## src/rtl/ram_copy_engine.sv

```systemverilog
// ram_copy_engine: byte-at-a-time copy between two address ranges of a 16x8 RAM over its
// read/write ready handshake. Every wait state is supervised by a TIMEOUT-cycle watchdog.
// Define RAM_COPY_CHECKSUM_EN to add an XOR checksum of all bytes read during a copy.
module ram_copy_engine #(
    parameter int unsigned TIMEOUT = 15
) (
    input  logic       clock,
    input  logic       reset,
    input  logic       Start,
    input  logic [3:0] SrcAddr,
    input  logic [3:0] DstAddr,
    input  logic [4:0] Length,
    output logic       Busy,
    output logic       Done,
    output logic       Error,
`ifdef RAM_COPY_CHECKSUM_EN
    output logic [7:0] Checksum,
`endif
    output logic       Read,
    output logic [3:0] ReadAddr,
    input  logic [7:0] ReadData,
    input  logic       ReadReady,
    output logic       Write,
    output logic [3:0] WriteAddr,
    output logic [7:0] WriteData,
    input  logic       WriteReady
);

    typedef enum logic [2:0] {
        StIdle,
        StRdReq,
        StRdWait,
        StWrReq,
        StWrWait,
        StDone
    } state_t;

    // Abort fires at the end of the TIMEOUT-th wait cycle without ready.
    localparam logic [7:0] WaitLast = 8'(TIMEOUT - 1);

    state_t     state;
    logic [3:0] src;
    logic [3:0] dst;
    logic [4:0] count;
    logic [7:0] wait_cnt;
    logic [7:0] buffer;

    // The byte buffer drives the write data bus directly.
    assign WriteData = buffer;

    // Copy sequencer; all strobes and status outputs are registered here.
    always_ff @(posedge clock or posedge reset) begin
        if (reset) begin
            state     <= StIdle;
            src       <= 4'd0;
            dst       <= 4'd0;
            count     <= 5'd0;
            wait_cnt  <= 8'd0;
            buffer    <= 8'd0;
            Busy      <= 1'b0;
            Done      <= 1'b0;
            Error     <= 1'b0;
            Read      <= 1'b0;
            ReadAddr  <= 4'd0;
            Write     <= 1'b0;
            WriteAddr <= 4'd0;
`ifdef RAM_COPY_CHECKSUM_EN
            Checksum  <= 8'd0;
`endif
        end else begin
            // Strobes and Done are single-cycle unless re-asserted below.
            Read  <= 1'b0;
            Write <= 1'b0;
            Done  <= 1'b0;
            unique case (state)
                StIdle: begin
                    if (Start) begin
                        src   <= SrcAddr;
                        dst   <= DstAddr;
                        count <= (Length > 5'd16) ? 5'd16 : Length;
                        Error <= 1'b0;
                        Busy  <= 1'b1;
`ifdef RAM_COPY_CHECKSUM_EN
                        Checksum <= 8'd0;
`endif
                        if (Length == 5'd0) begin
                            Done  <= 1'b1;
                            state <= StDone;
                        end else begin
                            Read     <= 1'b1;
                            ReadAddr <= SrcAddr;
                            state    <= StRdReq;
                        end
                    end
                end
                StRdReq: begin
                    wait_cnt <= 8'd0;
                    state    <= StRdWait;
                end
                StRdWait: begin
                    if (ReadReady) begin
                        buffer    <= ReadData;
                        Write     <= 1'b1;
                        WriteAddr <= dst;
`ifdef RAM_COPY_CHECKSUM_EN
                        Checksum  <= Checksum ^ ReadData;
`endif
                        state     <= StWrReq;
                    end else if (wait_cnt == WaitLast) begin
                        Error <= 1'b1;
                        Done  <= 1'b1;
                        state <= StDone;
                    end else begin
                        wait_cnt <= wait_cnt + 8'd1;
                    end
                end
                StWrReq: begin
                    wait_cnt <= 8'd0;
                    state    <= StWrWait;
                end
                StWrWait: begin
                    if (WriteReady) begin
                        src   <= src + 4'd1;
                        dst   <= dst + 4'd1;
                        count <= count - 5'd1;
                        if (count == 5'd1) begin
                            Done  <= 1'b1;
                            state <= StDone;
                        end else begin
                            Read     <= 1'b1;
                            ReadAddr <= src + 4'd1;
                            state    <= StRdReq;
                        end
                    end else if (wait_cnt == WaitLast) begin
                        Error <= 1'b1;
                        Done  <= 1'b1;
                        state <= StDone;
                    end else begin
                        wait_cnt <= wait_cnt + 8'd1;
                    end
                end
                StDone: begin
                    Busy  <= 1'b0;
                    state <= StIdle;
                end
                default: state <= StIdle;
            endcase
        end
    end

endmodule

```

## config.mk

```make
export PLATFORM = sky130hd
export DESIGN_NAME = ram_copy_engine
export DESIGN_NICKNAME = d
export VERILOG_FILES = /design/src/rtl/ram_copy_engine.sv
export SDC_FILE = /design/constraint.sdc
export NUM_CORES = 1
export LEC_CHECK = 0
export ABC_CLOCK_PERIOD_IN_PS = 6000
export CORE_MARGIN = 5
export CORE_UTILIZATION = 50
export DETAILED_ROUTE_END_ITERATION = 10
export GPL_ROUTABILITY_DRIVEN = 0
export HOLD_SLACK_MARGIN = 0.08
export PLACE_DENSITY = 0.78
export SLEW_MARGIN = 30
export SYNTH_ARGS = -nofsm -noshare
export SYNTH_HDL_FRONTEND = slang
export SYNTH_SLANG_ARGS = --single-unit
```

## constraint.sdc

```tcl
create_clock -name clock -period 6 [get_ports clock]
set_input_delay 0.6 -clock clock [delete_from_list [all_inputs] [get_ports clock]]
set_output_delay 0.6 -clock clock [all_outputs]
set_load 0.03 [all_outputs]
```

# After elaboration in Yosys (flattened, before gate mapping)
# Cells that the tools add are included.
# classes
order_cmp	1
n_eq_ne	13
reduce_logical	13
mux	47
add_sub_neg	4
# ops
cell	count
4-bit two-way mux	8
8-bit two-way mux	3
4-bit case mux with 2 select lines	3
8-bit case mux with 3 select lines	1
3-bit two-way mux	6
1-bit two-way mux	17
5-bit two-way mux	3
3-bit case mux with 5 select lines	1
2-bit != test, second input constant	6
5-bit case mux with 2 select lines	1
4-bit by 1-bit adder with 4-bit output, second input constant	2
8-bit by 1-bit adder with 8-bit output, second input constant	1
8-bit by 4-bit == test with 1-bit output, second input constant	1
3-bit by 2-bit == test with 1-bit output, second input constant	2
3-bit == test, second input constant	2
1-bit case mux with 3 select lines	2
3-bit AND reduction	2
3-bit nonzero test	2
5-bit by 1-bit == test with 1-bit output, second input constant	1
5-bit greater-than comparator, second input constant	1
5-bit logical NOT	1
5-bit AND reduction	1
5-bit by 1-bit subtractor with 5-bit output, second input constant	1
1-bit case mux with 2 select lines	2
6 further kinds	8
# totals
register_bits	45
in_bits	26
output_inout_bits	21
elab_cells	91

# Logic depth before layout (Yosys ltp)
# Gate-level depths: netlist (run 1).
# logic_depth
depth_word	4
mapped_depth	7
ltp_nobuf	6

# Least setup slack after synthesis (run 1)
# Ideal clock, no wire load.
# synth_timing
path_kind	register -> register
start	register count[1]
end	register ReadAddr[0]
slack_ns	4.124
required_ns	5.872
n_path_buf	0
period_less_slack_ns	1.876
stages_incl_launch_ff	7
setup_time_ns	0.128
t_arrival_ns	1.749
cell_sequence	dfrtp_1 inv_1 ha_1 or4b_2 a31oi_1 a21oi_2 mux2_1
# synth_via
elab_chain_len	3
# synth_lines
item	line	source
start: declaration	44	logic [4:0] count;
start signal: assignment	80	count <= (Length > 5'd16) ? 5'd16 : Length;
start signal: assignment	125	count <= count - 5'd1;
5-bit by 1-bit == test with 1-bit output	126	if (count == 5'd1) begin
2-bit != test (no line)	--	
5-bit AND reduction (no line)	--	
end signal: assignment	91	ReadAddr <= SrcAddr;
end signal: assignment	131	ReadAddr <= src + 4'd1;
end: declaration	20	output logic [3:0] ReadAddr,
# Every way passes these cells.
# A chain may end at the register's enable or synchronous reset.

# Worst setup path after layout (run 1)
# layout_timing
start	register state[2]
end	register ReadAddr[3]
# layout_via
elab_chain_len	3
word_cells_on_any_way	9
cone_classes	eq/ne (5); mux (1); reduce/logical (3)
# layout_lines
item	line	source
start: declaration	41	state_t state;
start signal: assignment	54	state <= StIdle;
start signal: assignment	88	state <= StDone;
start signal: assignment	92	state <= StRdReq;
3-bit == test / 3-bit logical NOT (equally long branches)	75	unique case (state)
2-bit != test (no line) / 2-bit nonzero test (equally long branches)	--	
5-bit AND reduction (no line)	--	
# Several ways; a longest one is shown, not always the timed one.

==> qor.yml, run 1 <==
max_freq_mhz: 398
port_buffers: 46
setup_tns_ns: 0
multi_input_area_um2: 1080
r2r_end: "ReadAddr[3]$_DFFE_PP0P_"
first_pass_iters: 4
synthToLayoutAreaGrowth_pct: 27.9
grt_pass1_vias: 1772
ys_top_cells_by_area: "dfrtp_1, mux2_2, a21oi_1"
synth_area_leader_cell: "dfrtp_1"
grt_overflow_total: 0
post-synth-top-count-cell: "dfrtp_1"
ant_nets: 0
antenna_found_initial: 0
synth_fp_nets: 251
dr_total_vias: 1788
routedLengthMet1_um: 2180
fill_cells: 352
die_h_um: 77.5
setup_violations: 0
clock_latency_ns: 0.30
rsz0062_at_grt: "false"
synth_cells: 219
synth_common_cells: "dfrtp_1, a21oi_1, nor2_1, o21ai_0, mux2_2"
arrival_ns: 2.69
met3_length_um: 178
min-delay-start: "ReadAddr[0]$_DFFE_PP0P_"
pre_cts_ws_ns: 3.43
synth-seq-cells: 45
critical_path_required_ns: 6.18
fin_cells: 317
start_kind: "flip-flop"
root_buffer: "clkbuf_8"
cts_resized: 0
synth_top_area_share_pct: 49.4
routedWlPerCell_um: 14.9
cts.htree.levels: 2
drt_iter0_drc: 115
highest_layer: "met4"
core-area_um2: 4380
grt_max_degree: 46
viasPerCell: 5.64
ys_types: 44
reg2reg_slack_ns: 3.49
grt_pass1_wl_um: 8290
syn_area_per_cell_um2: 10.4
cts_sinks: 45
worst_pin_slew_ns: 0.937
path_max_fanout: 15
start_util_pct: 52.0
clk_path_buf_depth: 2
clock_skew_ns: 0.00379
layout_setup_ws_ns: 3.49
period_share_pct: 41.9
dpl.cell_count: 309
drive_above_1_share_pct: 12.8
powerDensity_nw_per_um2: 496
slew_viol_final: 0
r2r-start: "state[2]$_DFFE_PP0P_"
synth_edf_count: 0
ctsHoldBuffers: 0
numCtsBuffers: 5
period_minus_slack_ns: 2.51
die_w_um: 77.5
drc: 0
worst_r2r_path_depth: 4
end_kind: "flip-flop"
post-cts-setup-buffers: 0
cts_tree: "done"
dr_wl_met2_um: 2330
hp-class: "reg -> reg"
hold_viol: 0
outcome: "completed"
yosys_warnings: 0
final_nets: 296
synthesis.area_um2: 2280
num_rows: 24
synth_flop_cell: "dfrtp_1"
synth-seq-area-share_pct: 49.4
antenna-diode-count: 0
num_io_pins: 47
grtUsageTotal_pct: 16.7
dp_hpwl_um: 3310
vdd_drop_max_uv: 252
regArea_um2: 1130
crit_path_start: "state[2]$_DFFE_PP0P_"
p_leak_nw: 1.20
crit_type: "reg -> reg"
routed_wl_um: 4730
clk_pin_slew_ns: 0.08
crit_path_end: "ReadAddr[3]$_DFFE_PP0P_"
slew_headroom_pct: 37.2
dieArea_um2: 6010
maxCapViolations: 0
async_flop_share_pct: 100
cells by family (layout without fill, tap and decap cells):
| family | Yosys count | in the layout | share of synthesized area, % |
|---|---|---|---|
| simple gates | 64 | 64 | 16.1 |
| compound gates | 59 | 59 | 15.8 |
| flops | 45 | 45 | 49.4 |
| mux | 20 | 20 | 9.77 |
| buf+inv | 20 | 66 | 3.68 |
| fa+ha+maj | 6 | 6 | 3.29 |
| xor+xnor | 5 | 5 | 1.92 |
registers in the layout (all words and copies together), names as in the netlist:
signal / count
count: 5
WriteData: 8
ReadAddr: 4
WriteAddr: 4
src: 4
Done: 1
Read: 1
Write: 1
wait_cnt: 8
Error: 1
state: 3
dst: 4
Busy: 1
where the power goes:
| group | switching [mW] | internal, mW | total [mW] |
|---|---|---|---|
| Combinational | 0.352 | 0.291 | 0.643 |
| Sequential | 0.113 | 0.423 | 0.536 |
| Clock | 0.101 | 0.165 | 0.267 |
critical path, cell delays in order, from the launching register on:
cell	delay, ns
dfrtp_1	0.63
nor3b_2	0.84
a31oi_1	0.23
a21oi_2	0.34
mux2_1	0.36
cell type report:
cell class | instances | share of cell area (%)
clock inverters | 3 | 2.23
multi-input cells | 154 | 37.0
inverters | 10 | 1.29
repair buffers | 48 | 16.3
clock buffers | 5 | 2.36
flip-flops and latches | 45 | 38.6
well taps | 52 | 2.23
worst min path at each step:
| stage | to | depth (start not counted) | slack [ns] |
|---|---|---|---|
| 2_1_floorplan | count[4]$_DFFE_PP0P_ | 1 | 0.47 |
| 3_3_place_gp | ReadAddr[0]$_DFFE_PP0P_ | 1 | 0.47 |
| 3_5_place_dp | ReadAddr[2]$_DFFE_PP0P_ | 1 | 0.48 |
| 4_1_cts | ReadAddr[0]$_DFFE_PP0P_ | 1 | 0.50 |
| 5_1_grt | ReadAddr[0]$_DFFE_PP0P_ | 1 | 0.52 |
| 6_report | ReadAddr[0]$_DFFE_PP0P_ | 1 | 0.49 |
routing by layer:
metal | track usage (%) | up-vias
met5 | 0 | -
met4 | 4.47 | 0
met3 | 3.82 | 6
met2 | 27.5 | 30
met1 | 22.2 | 862
li1 | - | 890
cells in the final DEF (no fill, tap or decap), types with 2 or more instances in the layout:
| cell type | count |
|---|---|
| o21ai_0 | 16 |
| or3_1 | 2 |
| nor3_1 | 5 |
| bufinv_16 | 2 |
| o22a_1 | 2 |
| a21oi_1 | 18 |
| a21oi_2 | 2 |
| mux2i_1 | 2 |
| or4_1 | 3 |
| nor2_1 | 19 |
| o2111ai_1 | 3 |
| clkdlybuf4s50_1 | 46 |
| ha_1 | 6 |
| a21o_1 | 2 |
| nand3_1 | 4 |
| mux2_1 | 4 |
| mux2_2 | 14 |
| and2_1 | 3 |
| xor2_1 | 4 |
| inv_1 | 9 |
| nand2_1 | 12 |
| nor4b_2 | 2 |
| a31oi_1 | 4 |
| o22ai_1 | 2 |
| nor3b_1 | 3 |
| a211oi_1 | 2 |
| o31ai_1 | 2 |
| dfrtp_1 | 45 |
| clkbuf_8 | 5 |
| buf_4 | 2 |
| nor4_1 | 2 |
per-stage QoR:
step	total power [mW]	util [%]	hold WS [ns]	instance area [um2]
after global placement	1.17	63.4	0.473	2780
after CTS	1.46	66.4	0.500	2910
after detailed placement	1.19	63.4	0.478	2780
after global routing	1.56	66.5	0.523	2920
final	1.45	66.5	0.492	2920
after floorplan	0.970	-	0.473	2280
Note: power is estimated with default switching activity, not from simulation.
==> run 2: changes to the inputs <==
--- a/config.mk
+++ b/config.mk
@@ -5,13 +5,13 @@
 export SDC_FILE = /design/constraint.sdc
 export NUM_CORES = 1
 export LEC_CHECK = 0
-export ABC_CLOCK_PERIOD_IN_PS = 6000
+export ABC_CLOCK_PERIOD_IN_PS = 2009
 export CORE_MARGIN = 5
-export CORE_UTILIZATION = 50
+export CORE_UTILIZATION = 46
 export DETAILED_ROUTE_END_ITERATION = 10
 export GPL_ROUTABILITY_DRIVEN = 0
 export HOLD_SLACK_MARGIN = 0.08
-export PLACE_DENSITY = 0.78
+export PLACE_DENSITY = 0.76
 export SLEW_MARGIN = 30
 export SYNTH_ARGS = -nofsm -noshare
 export SYNTH_HDL_FRONTEND = slang
==> constraint.sdc (replaced) <==
create_clock -name clock -period 2.01 [get_ports clock]
set_input_delay 0.201 -clock clock [delete_from_list [all_inputs] [get_ports clock]]
set_output_delay 0.201 -clock clock [all_outputs]
set_load 0.03 [all_outputs]
==> run 2 against run 1 <==
  * Core utilization fell by 1.9 points
  * Non-clock buffer count grew 17
  * Worst setup slack worse by 3.4 ns
  * First-iteration DRC count is 18% lower
  * Total power grew to 3.0 times the previous value
  * Fmax increased by 33%
  * Largest power group unchanged
  * Critical endpoint is now Error$_DFFE_PP0P_
  * Die area up 7.5%
  * Combinational power increased to 3.4 times the previous value
  * Wire length is 8.0% higher
==> qor.yml, run 2 (synthesis results as in run 1) <==
outcome: "completed"
synthToLayoutAreaGrowth_pct: 34.8
dpl.cell_count: 339
antenna_found_initial: 0
rsz0062_at_grt: "false"
die_h_um: 80.4
slew_headroom_pct: 61.4
antenna-diode-count: 0
final_area_um2: 3070
period_minus_slack_ns: 1.89
slowest_stage: "or3b_2"
dieArea_um2: 6460
port_buffers: 46
cts.htree.levels: 2
grt_max_degree: 46
clock_skew_ns: 0.00578
dp_hpwl_um: 3670
fin_cells: 348
crit_type: "reg -> reg"
drive_above_1_share_pct: 19.6
drt_iter0_drc: 94
cts_sinks: 45
final_nets: 313
grt_pass1_vias: 1827
worst_r2r_path_depth: 5
placed_area_um2: 2920
viasPerCell: 5.45
root_buffer: "clkbuf_8"
grt_overflow_total: 0
path_max_fanout: 4
clock_latency_ns: 0.30
vdd_drop_max_uv: 905
crit_path_max_incr_delay_ns: 0.46
ctsHoldBuffers: 0
worstPathCellList: "ha_1 > or3b_2 > or4_4 > nor3_1 > a2bb2oi_1"
dr_total_vias: 1896
layout_common_cells: "clkdlybuf4s50_1, dfrtp_1, nor2_1"
num_rows: 25
worst_pin_slew_ns: 0.579
arrival_ns: 2.12
hp-class: "in -> async"
reg2reg_slack_ns: 0.12
powerDensity_nw_per_um2: 1430
r2r_end: "Error$_DFFE_PP0P_"
total_power_mw: 4.39
start_util_pct: 47.9
p_leak_nw: 1.28
clk_pin_slew_ns: 0.08
critical_path_required_ns: 2.23
period_share_pct: 94.1
setup_violations: 0
fill_cells: 385
layout_commonest_cell: "clkdlybuf4s50_1"
clk_path_buf_depth: 2
start_kind: "flip-flop"
max_freq_mhz: 529
first_pass_iters: 4
numCtsBuffers: 5
hold_viol: 0
routed_wl_um: 5110
whs_ns: 0.358
num_io_pins: 47
maxCapViolations: 0
grt_pass1_wl_um: 8560
grtUsageTotal_pct: 17.1
drc: 0
r2r-start: "wait_cnt[1]$_DFFE_PP0P_"
die_w_um: 80.4
core-area_um2: 4750
cts_tree: "done"
slew_viol_final: 0
ant_nets: 0
routedWlPerCell_um: 14.7
end_kind: "flip-flop"
==> run 2: worst max path at each step <==
| stage | from | end | slack [ns] | cells after the start |
|---|---|---|---|---|
| 2_1_floorplan | count[1]$_DFFE_PP0P_ | ReadAddr[0]$_DFFE_PP0P_ | 0.13 | 6 |
| 3_3_place_gp | Length[1] | ReadAddr[3]$_DFFE_PP0P_ | 0.03 | 5 |
| 3_5_place_dp | Start | count[4]$_DFFE_PP0P_ | -0.05 | 5 |
| 4_1_cts | count[1]$_DFFE_PP0P_ | ReadAddr[3]$_DFFE_PP0P_ | 0.02 | 6 |
| 5_1_grt | state[0]$_DFFE_PP0P_ | wait_cnt[3]$_DFFE_PP0P_ | 0.006 | 5 |
| 6_report | wait_cnt[1]$_DFFE_PP0P_ | Error$_DFFE_PP0P_ | 0.12 | 5 |
==> run 2: cell type report <==
class | count | area [um2] | area share, %
Multi-Input combinational cell | 154 | 1100 | 35.9
Timing Repair Buffer | 65 | 616 | 20.0
Sequential cell | 45 | 1130 | 36.7
Tap cell | 67 | 83.8 | 2.73
Inverter | 10 | 37.5 | 1.22
Clock buffer | 5 | 68.8 | 2.24
Clock inverter | 2 | 35.0 | 1.14
==> run 2: stage by stage <==
| step | worst slack (ns) | setup TNS [ns] | util [%] |
|---|---|---|---|
| final | 0.118 | 0 | 64.6 |
| after floorplan | 0.134 | 0 | - |
| after detailed placement | -0.0501 | -0.100 | 61.5 |
| after global placement | 0.0289 | 0 | 61.5 |
| after global routing | 0.00602 | 0 | 64.6 |
| after CTS | 0.0214 | 0 | 63.7 |
==> run 2: critical path: cells and delay by family (launching register included) <==
| kind | cells | cell delay [ns] |
|---|---|---|
| AOI/OAI and AO/OA | 1 | 0.17 |
| DFF | 1 | 0.41 |
| adders and majority gates | 1 | 0.18 |
| and+or+nand+nor | 3 | 1.06 |
==> run 2: routing by layer <==
metal / up-vias / global-route usage [%] / part of all wire (%) / wire length, um
li1: 914 / - / - / -
met1: 930 / 21.5 / 44 / 2260
met2: 41 / 28.7 / 49 / 2520
met3: 11 / 3.25 / 4.2 / 213
met4: 0 / 7.09 / 2.3 / 117
met5: - / 0 / 0 / 0
==> run 2: repair_timing <==
action                                  CTS  global route
endpoints found under the setup margin    1            13
resized for setup                         0             9
setup buffers                             0             2
pin swaps                                 1             0
endpoints found under the hold margin     0             0
==> run 2: power breakdown <==
group | switching (mW) | leakage [nW] | internal, mW
logic | 1.15 | 0.673 | 1.01
clock network | 0.295 | 0.0540 | 0.361
registers | 0.303 | 0.554 | 1.27
